[src/rtl/mem_arbiter.sv]
// Two-requester (instruction fetch / load-store) arbiter in front of a single fixed-latency RAM port.
// Optional macro ARB_ROUND_ROBIN_EN selects round-robin on conflict; otherwise data side always wins.
module mem_arbiter #(
    parameter int RAM_LATENCY = 1
) (
    input  logic        clk,
    input  logic        reset,

    input  logic        if_req,
    input  logic [31:0] if_addr,
    output logic        if_gnt,
    output logic        if_rvalid,
    output logic [31:0] if_rdata,

    input  logic        d_req,
    input  logic        d_we,
    input  logic [31:0] d_addr,
    input  logic [31:0] d_wdata,
    input  logic [3:0]  d_wstrb,
    output logic        d_gnt,
    output logic        d_rvalid,
    output logic [31:0] d_rdata,

    output logic        ram_en,
    output logic        ram_we,
    output logic [3:0]  ram_wstrb,
    output logic [31:0] ram_addr,
    output logic [31:0] ram_wdata,
    input  logic [31:0] ram_rdata
);

    typedef enum logic [1:0] {IDLE, ISSUE, WAIT} state_t;
    typedef enum logic {OWN_IF = 1'b0, OWN_D = 1'b1} owner_t;

    localparam logic [2:0] LAST_CNT = 3'(RAM_LATENCY - 1);

    state_t      state, state_nxt;
    owner_t      owner;
    logic [2:0]  cnt;
    logic [31:0] lat_addr;
    logic [31:0] lat_wdata;
    logic        lat_we;
    logic [3:0]  lat_wstrb;
    logic        pick_d;
    logic        any_req;
    logic        final_wait;

    assign any_req    = if_req | d_req;
    assign final_wait = (state == WAIT) && (cnt == LAST_CNT);

`ifdef ARB_ROUND_ROBIN_EN
    owner_t last_served;

    // On conflict the side that was not served most recently wins.
    assign pick_d = d_req && (!if_req || last_served == OWN_IF);

    always_ff @(posedge clk) begin
        if (reset) begin
            last_served <= OWN_IF;
        end else if (state == ISSUE) begin
            last_served <= owner;
        end
    end
`else
    assign pick_d = d_req;
`endif

    always_comb begin
        // NOTE: every combinational output gets a default first so no path can infer a latch.
        state_nxt = state;
        case (state)
            IDLE:    if (any_req) state_nxt = ISSUE;
            ISSUE:   state_nxt = WAIT;
            WAIT:    if (final_wait) state_nxt = IDLE;
            default: state_nxt = IDLE;
        endcase
    end

    // RAM-side signals and grants are live only during the single ISSUE cycle.
    always_comb begin
        ram_en    = 1'b0;
        ram_we    = 1'b0;
        ram_wstrb = 4'h0;
        ram_addr  = 32'h0;
        ram_wdata = 32'h0;
        if_gnt    = 1'b0;
        d_gnt     = 1'b0;
        if (state == ISSUE) begin
            ram_en    = 1'b1;
            ram_we    = lat_we;
            ram_wstrb = lat_wstrb;
            ram_addr  = lat_addr;
            ram_wdata = lat_wdata;
            if_gnt    = (owner == OWN_IF);
            d_gnt     = (owner == OWN_D);
        end
    end

    always_ff @(posedge clk) begin
        // NOTE: sequential state uses non-blocking assignments so all registers update from pre-edge values.
        if (reset) begin
            state     <= IDLE;
            owner     <= OWN_IF;
            cnt       <= 3'd0;
            lat_addr  <= 32'h0;
            lat_wdata <= 32'h0;
            lat_we    <= 1'b0;
            lat_wstrb <= 4'h0;
            if_rvalid <= 1'b0;
            if_rdata  <= 32'h0;
            d_rvalid  <= 1'b0;
            d_rdata   <= 32'h0;
        end else begin
            state     <= state_nxt;
            if_rvalid <= 1'b0;
            d_rvalid  <= 1'b0;

            if (state == IDLE && any_req) begin
                if (pick_d) begin
                    owner     <= OWN_D;
                    lat_addr  <= d_addr;
                    lat_we    <= d_we;
                    lat_wdata <= d_we ? d_wdata : 32'h0;
                    lat_wstrb <= d_we ? d_wstrb : 4'h0;
                end else begin
                    owner     <= OWN_IF;
                    lat_addr  <= if_addr;
                    lat_we    <= 1'b0;
                    lat_wdata <= 32'h0;
                    lat_wstrb <= 4'h0;
                end
            end

            if (state == ISSUE) begin
                cnt <= 3'd0;
            end

            if (state == WAIT) begin
                cnt <= cnt + 3'd1;
                if (final_wait) begin
                    if (owner == OWN_IF) begin
                        if_rvalid <= 1'b1;
                        if_rdata  <= ram_rdata;
                    end else begin
                        d_rvalid <= 1'b1;
                        // Stores complete with zero data rather than whatever the RAM returns.
                        d_rdata  <= lat_we ? 32'h0 : ram_rdata;
                    end
                end
            end
        end
    end

endmodule

[config.mk]
export PLATFORM = sky130hd
export DESIGN_NAME = mem_arbiter
export DESIGN_NICKNAME = d
export VERILOG_FILES = /design/src/rtl/mem_arbiter.sv
export SDC_FILE = /design/constraint.sdc
export NUM_CORES = 1
export LEC_CHECK = 0
export ABC_AREA = 0
export CAP_MARGIN = 20
export CORE_MARGIN = 2
export CORE_UTILIZATION = 40
export CTS_BUF_LIST = sky130_fd_sc_hd__clkbuf_4
export DETAILED_ROUTE_END_ITERATION = 12
export PLACE_DENSITY = 0.8
export SYNTH_ARGS = -nofsm -noshare
export SYNTH_HDL_FRONTEND = slang
export SYNTH_SLANG_ARGS = --single-unit
[constraint.sdc]
create_clock -name clk -period 1.5 [get_ports clk]
set_input_delay 0.225 -clock clk [delete_from_list [all_inputs] [get_ports clk]]
set_output_delay 0.225 -clock clk [all_outputs]
set_load 0.01 [all_outputs]
Word level (Yosys, flattened, before mapping)
Index checks and enable logic that the tools add are counted.

Add/subtract/negate cells: 1. Equal/unequal tests: 4. Muxes and demuxes: 22. Bitwise operators: 4. Reductions and logical operators: 9.

Operators by type and width (number): 32-bit 2-to-1 mux (6); 4-bit 2-to-1 mux (3); 1-bit 2-to-1 mux (8); 3-bit 2-to-1 mux (2); 2-bit case mux with 3 select lines (1); 3-bit AND reduction (2); 2-bit 2-to-1 mux (2); 2-bit != test, second input constant (2); 3-bit by 1-bit adder with 3-bit output, second input constant (1); 3-bit logical NOT (1); 1-bit inverter (3); 3-bit OR reduction (1); 2-bit by 1-bit == test with 1-bit output, second input constant (1); 2-bit == test, second input constant (1); 1-bit logical AND (2); 2-bit logical NOT (1); 2-bit AND reduction (1); 2-bit nonzero test (1); 1-bit bitwise OR (1).

Flip-flop bits (word level): 141. Input bits: 137. Output and inout bits: 138. Logic and storage cells: 51.

Logic depth before layout (Yosys ltp)
Depth in word-level cells: 4. Mapped depth: 8. Depth with buffers taken out: 5.

Least setup slack after synthesis
No wires, ideal clock.

Kind: register to output. From: reg state[1]. To: out ram_addr[29]. Arrival: 1214 ps. Data required time: 1275 ps. Setup slack: 61 ps. Cell stages (with the launch flop): 6. Path buffers: 2. Cell sequence: dfxtp_1 inv_1 ha_1 clkbuf_1 clkbuf_1 and2_1.

Cells in the longest elaborated chain, start to end: 2.

Ends and longest elaborated chain: from (decl) (RTL line 37) `state_t state, state_nxt;`; from (signal assigned) (RTL line 114) `state <= state_nxt;`; 2-bit by 1-bit == test with 1-bit output (RTL line 88) `if (state == ISSUE) begin`; 32-bit 2-to-1 mux (RTL line 88); to (decl) (RTL line 27) `output logic [31:0] ram_addr,`.

No other way between the ends.

Final worst setup path
From: reg state[1]. To: out if_gnt.

Cells in the longest elaborated chain, start to end: 2.

Ends and longest elaborated chain: 2-bit by 1-bit == test with 1-bit output (RTL line 88); 1-bit 2-to-1 mux (RTL line 88); to (decl) (RTL line 11) `output logic if_gnt,`.

No other way between the ends.

==> impl_results.html <==
<table>
<tr><th>Metric</th><th>Value</th></tr>
<tr><th colspan="2">Status</th></tr>
<tr><td>Run status</td><td>finished, violations left</td></tr>
<tr><td>Violated checks</td><td>setup timing</td></tr>
<tr><th colspan="2">Setup path</th></tr>
<tr><td>Type of the worst setup path</td><td>flop to primary output</td></tr>
<tr><td>Depth of the worst register-to-register path</td><td>7</td></tr>
<tr><td>Startpoint of the lowest-slack register-to-register path</td><td>state[1]$_SDFFE_PP0P_</td></tr>
<tr><td>Nature of the critical path endpoint</td><td>primary output</td></tr>
<tr><td>Largest fanout on the critical path</td><td>7</td></tr>
<tr><td>Startpoint class of the critical path</td><td>flop</td></tr>
<tr><td>Arrival time worst endpoint</td><td>1.79 ns</td></tr>
<tr><td>Setup slack, reg-to-reg</td><td>0.02 ns</td></tr>
<tr><td>Worst path required time</td><td>1.27 ns</td></tr>
<tr><td>Reg2reg end</td><td>lat_addr[23]$_SDFFE_PP0P_</td></tr>
<tr><th colspan="2">Timing</th></tr>
<tr><td>Worst max-slew margin expressed relative to the limit</td><td>70.3%</td></tr>
<tr><td>Slew at the pin with the worst max-slew slack</td><td>0.445 ns</td></tr>
<tr><td>Achievable Freq</td><td>497 MHz</td></tr>
<tr><td>Minimum hold slack</td><td>0.108 ns</td></tr>
<tr><td>Count of endpoints failing hold in the final timing report</td><td>0</td></tr>
<tr><td>Max-slew violation count</td><td>0</td></tr>
<tr><td>Worst Slack Setup Final</td><td>-0.514 ns</td></tr>
<tr><td>Part of the cycle the worst path needs</td><td>134%</td></tr>
<tr><td>Period minus WS final</td><td>2.01 ns</td></tr>
<tr><td>Final number of setup-violating endpoints</td><td>72</td></tr>
<tr><td>RSZ-0062 raised after global routing</td><td>yes</td></tr>
<tr><td>Total Neg Setup Slack</td><td>-29.53 ns</td></tr>
<tr><td>Setup Skew</td><td>0.0203 ns</td></tr>
<tr><th colspan="2">Detailed routing</th></tr>
<tr><td>Detailed-route wire length per cell</td><td>17.4 um</td></tr>
<tr><td>Detailed Routing Iterations Pass 1</td><td>6</td></tr>
<tr><td>Wire length after detailed routing</td><td>20300 um</td></tr>
<tr><td>Initial drt markers</td><td>385</td></tr>
<tr><td>Via-to-Cell Ratio</td><td>5.10</td></tr>
<tr><td>Antenna-violating nets left</td><td>0</td></tr>
<tr><td>Post-route DRC</td><td>0</td></tr>
<tr><td>Count of vias placed by the detailed router</td><td>5935</td></tr>
<tr><th colspan="2">Synthesis</th></tr>
<tr><td>Post-synthesis average cell area</td><td>8.98 um2</td></tr>
<tr><td>Sequential element share of the synthesized area</td><td>46.5%</td></tr>
<tr><td>Synth Instances</td><td>676</td></tr>
<tr><td>Net count of the mapped netlist</td><td>818</td></tr>
<tr><td>Post-synth cell types</td><td>30</td></tr>
<tr><td>Flop and latch count out of synthesis</td><td>141</td></tr>
<tr><td>Cell area after synthesis</td><td>6070 um2</td></tr>
<tr><td>Count of yosys warnings during synthesis</td><td>0</td></tr>
<tr><th colspan="2">Clock network</th></tr>
<tr><td>Cts hold-fix bufs</td><td>0</td></tr>
<tr><td>Num CTS Buffers</td><td>17</td></tr>
<tr><td>Max Root-Sink Buffers</td><td>2</td></tr>
<tr><td>Clk_lat worst skew</td><td>0.54 ns</td></tr>
<tr><td>Maximum level of the CTS H-tree</td><td>4</td></tr>
<tr><td>Clock transition at the registers of the reported paths</td><td>0.12 ns</td></tr>
<tr><td>Clock tree from TritonCTS</td><td>done</td></tr>
<tr><td>CTS root buffer</td><td>clkbuf_4</td></tr>
<tr><td>Num Clock Sinks</td><td>141</td></tr>
<tr><th colspan="2">GRT</th></tr>
<tr><td>Total routing usage reported by global routing</td><td>23.1%</td></tr>
<tr><td>Antenna violations before repair</td><td>1</td></tr>
<tr><td>Largest net degree at the start of global routing</td><td>38</td></tr>
<tr><td>Via count of the first global-routing pass</td><td>5663</td></tr>
<tr><td>GRT Residual Overflow</td><td>0</td></tr>
<tr><td>First-pass GRT wire length</td><td>29600 um</td></tr>
<tr><th colspan="2">Finish</th></tr>
<tr><td>Most frequent cells in the layout</td><td>137 x dfxtp_1, 134 x clkdlybuf4s50_1, 97 x nand2_1</td></tr>
<tr><td>Number of nets in the final layout</td><td>1104</td></tr>
<tr><td>Layout Area Growth over Synthesis</td><td>66.4%</td></tr>
<tr><td>Most common library cell in the layout ignoring fill and taps</td><td>dfxtp_1</td></tr>
<tr><td>Share of layout cells above drive strength 1</td><td>27.5%</td></tr>
<tr><th colspan="2">Placement</th></tr>
<tr><td>HPWL reported at the end of detailed placement</td><td>12300 um</td></tr>
<tr><td>Port-buffer cells</td><td>274</td></tr>
<tr><td>Routability cong.</td><td>0.803</td></tr>
<tr><th colspan="2">Pwr</th></tr>
<tr><td>Fraction of power spent switching nets</td><td>29.4%</td></tr>
<tr><td>Internal power summed over all cells</td><td>6390 uW</td></tr>
<tr><td>Pwr per Cell Area</td><td>896 nW/um2</td></tr>
<tr><td>Share of total power in sequential cells</td><td>45.4%</td></tr>
<tr><td>Max IR drop VDD</td><td>0.488 mV</td></tr>
<tr><td>Switching power summed over all nets</td><td>2660 uW</td></tr>
<tr><td>Clock Power Share</td><td>27.7%</td></tr>
<tr><td>Combinational group share of total power</td><td>27.0%</td></tr>
<tr><td>Leakage power total</td><td>0.00422 uW</td></tr>
<tr><th colspan="2">Die</th></tr>
<tr><td>Core Area</td><td>15000 um2</td></tr>
<tr><td>Number of primary I/O pins</td><td>275</td></tr>
<tr><td>Die Ht</td><td>127 um</td></tr>
<tr><td>DIE AREA</td><td>16200 um2</td></tr>
<tr><td>Die Width</td><td>127 um</td></tr>
<tr><td>Number of placement rows</td><td>45</td></tr>
<tr><td>Effective utilization at floorplan</td><td>40.4%</td></tr>
<tr><th colspan="2">Job</th></tr>
<tr><td>Maximum capacitance violations</td><td>0</td></tr>
<tr><th colspan="2">Hold path</th></tr>
<tr><td>Beginning of the worst hold path</td><td>reset</td></tr>
<tr><td>Hold EP</td><td>owner$_SDFFE_PP0P_</td></tr>
<tr><td>Hold path depth</td><td>2</td></tr>
<tr><td>Min-delay worst type</td><td>input pin to flop</td></tr>
</table>
## layout make-up
type	instances	area, um2
Multi-Input combinational cell	469	3130
Sequential cell	141	2830
Fill cell	1234	4930
Timing Repair Buffer	328	3600
Inverter	5	21.3
Clock buffer	19	143
Tap cell	188	235
Antenna cell	1	2.50
Clock inverter	13	140
## worst max path at each step
stage	slack, ns	depth (start not counted)	from	endpoint
after global routing	-0.62	7	state[1]$_SDFFE_PP0P_	d_gnt
after floorplan	0.06	5	state[1]$_SDFFE_PP0P_	ram_addr[29]
after global placement	-0.22	5	state[1]$_SDFFE_PP0P_	ram_addr[0]
final	-0.51	7	state[1]$_SDFFE_PP0P_	if_gnt
after detailed placement	-0.29	5	state[1]$_SDFFE_PP0P_	ram_addr[2]
after CTS	-0.56	6	state[1]$_SDFFE_PP0P_	ram_addr[2]
## power by group through the flow
stage | Combinational (uW) | Sequential [uW] | Clock, uW
after global placement | 1790 | 4170 | 0
after floorplan | 945 | 4150 | 0
after global routing | 2590 | 4140 | 2740
after CTS | 2150 | 4100 | 2560
final | 2440 | 4110 | 2500
after detailed placement | 1820 | 4170 | 0
## stage by stage
step                      area, um2  setup WS [ns]  std cells  utilization (%)  total power (uW)
after floorplan                6070         0.0608        676                -              5090
after global placement         9060         -0.225       1104             60.3              5960
after global routing          10100         -0.620       1164             67.2              9460
after detailed placement       9060         -0.286       1104             60.3              5990
final                         10100         -0.514       1164             67.2              9050
after CTS                      9550         -0.563       1153             63.5              8800
## synthesized netlist by cell type
cell type,count,area share [%]
and4b_1,1,0.16
and3_1,1,0.10
clkbuf_1,25,1.5
buf_4,17,2.1
a21o_1,1,0.12
o21ai_1,1,0.082
buf_2,14,1.2
nand2b_1,6,0.62
nand2_1,97,6.0
o31ai_1,1,0.12
mux2i_1,33,5.4
and2_1,70,7.2
nand3b_1,32,4.0
inv_1,5,0.31
and4bb_1,1,0.21
a211o_1,1,0.14
a21oi_1,68,5.6
nor2_1,73,4.5
a211oi_2,32,6.6
buf_6,5,0.93
nand4b_1,1,0.14
dfxtp_1,141,46
ha_1,5,1.0
buf_1,1,0.062
nand3_1,2,0.16
nor2b_1,1,0.10
o21a_1,1,0.12
a22oi_1,38,4.7
nand4_1,1,0.10
nand4bb_1,1,0.19
## logic make-up after synthesis
kind of cell	share of synthesized area (%)
flip-flops	46.5
AO/OA/AOI/OAI	17.5
multiplexers	5.44
adder cells (fa/ha/maj)	1.03
AND/OR/NAND/NOR	23.5
buffers and inverters	6.10
## registers in the layout (all words and copies together) (netlist names)
signal,flops
cnt,3
d_rdata,32
d_rvalid,1
if_rdata,32
if_rvalid,1
lat_addr,32
lat_wdata,32
lat_we,1
lat_wstrb,4
owner,1
state,2
## worst max-delay path: stages, from the launching register on
cell,delay (ns)
dfxtp_2,0.35
inv_2,0.05
ha_4,0.17
buf_6,0.13
buf_12,0.14
buf_16,0.15
nor2b_1,0.12
buf_2,0.14
## metal layers
metal	global-route usage, %	routed length [um]	up-vias
met5	0	0	-
met4	9.31	594	0
met3	7.12	1350	40
met2	38.5	9970	242
met1	27.9	8370	2773
li1	-	-	2880
## timing repair
item / CTS / global route
pin swaps: 4 / 14
setup buffers: 10 / 5
gates resized for setup: 438 / 98
setup endpoints to repair: 146 / 199
cloned: 7 / 11
Power figures use the tool's default switching activity.
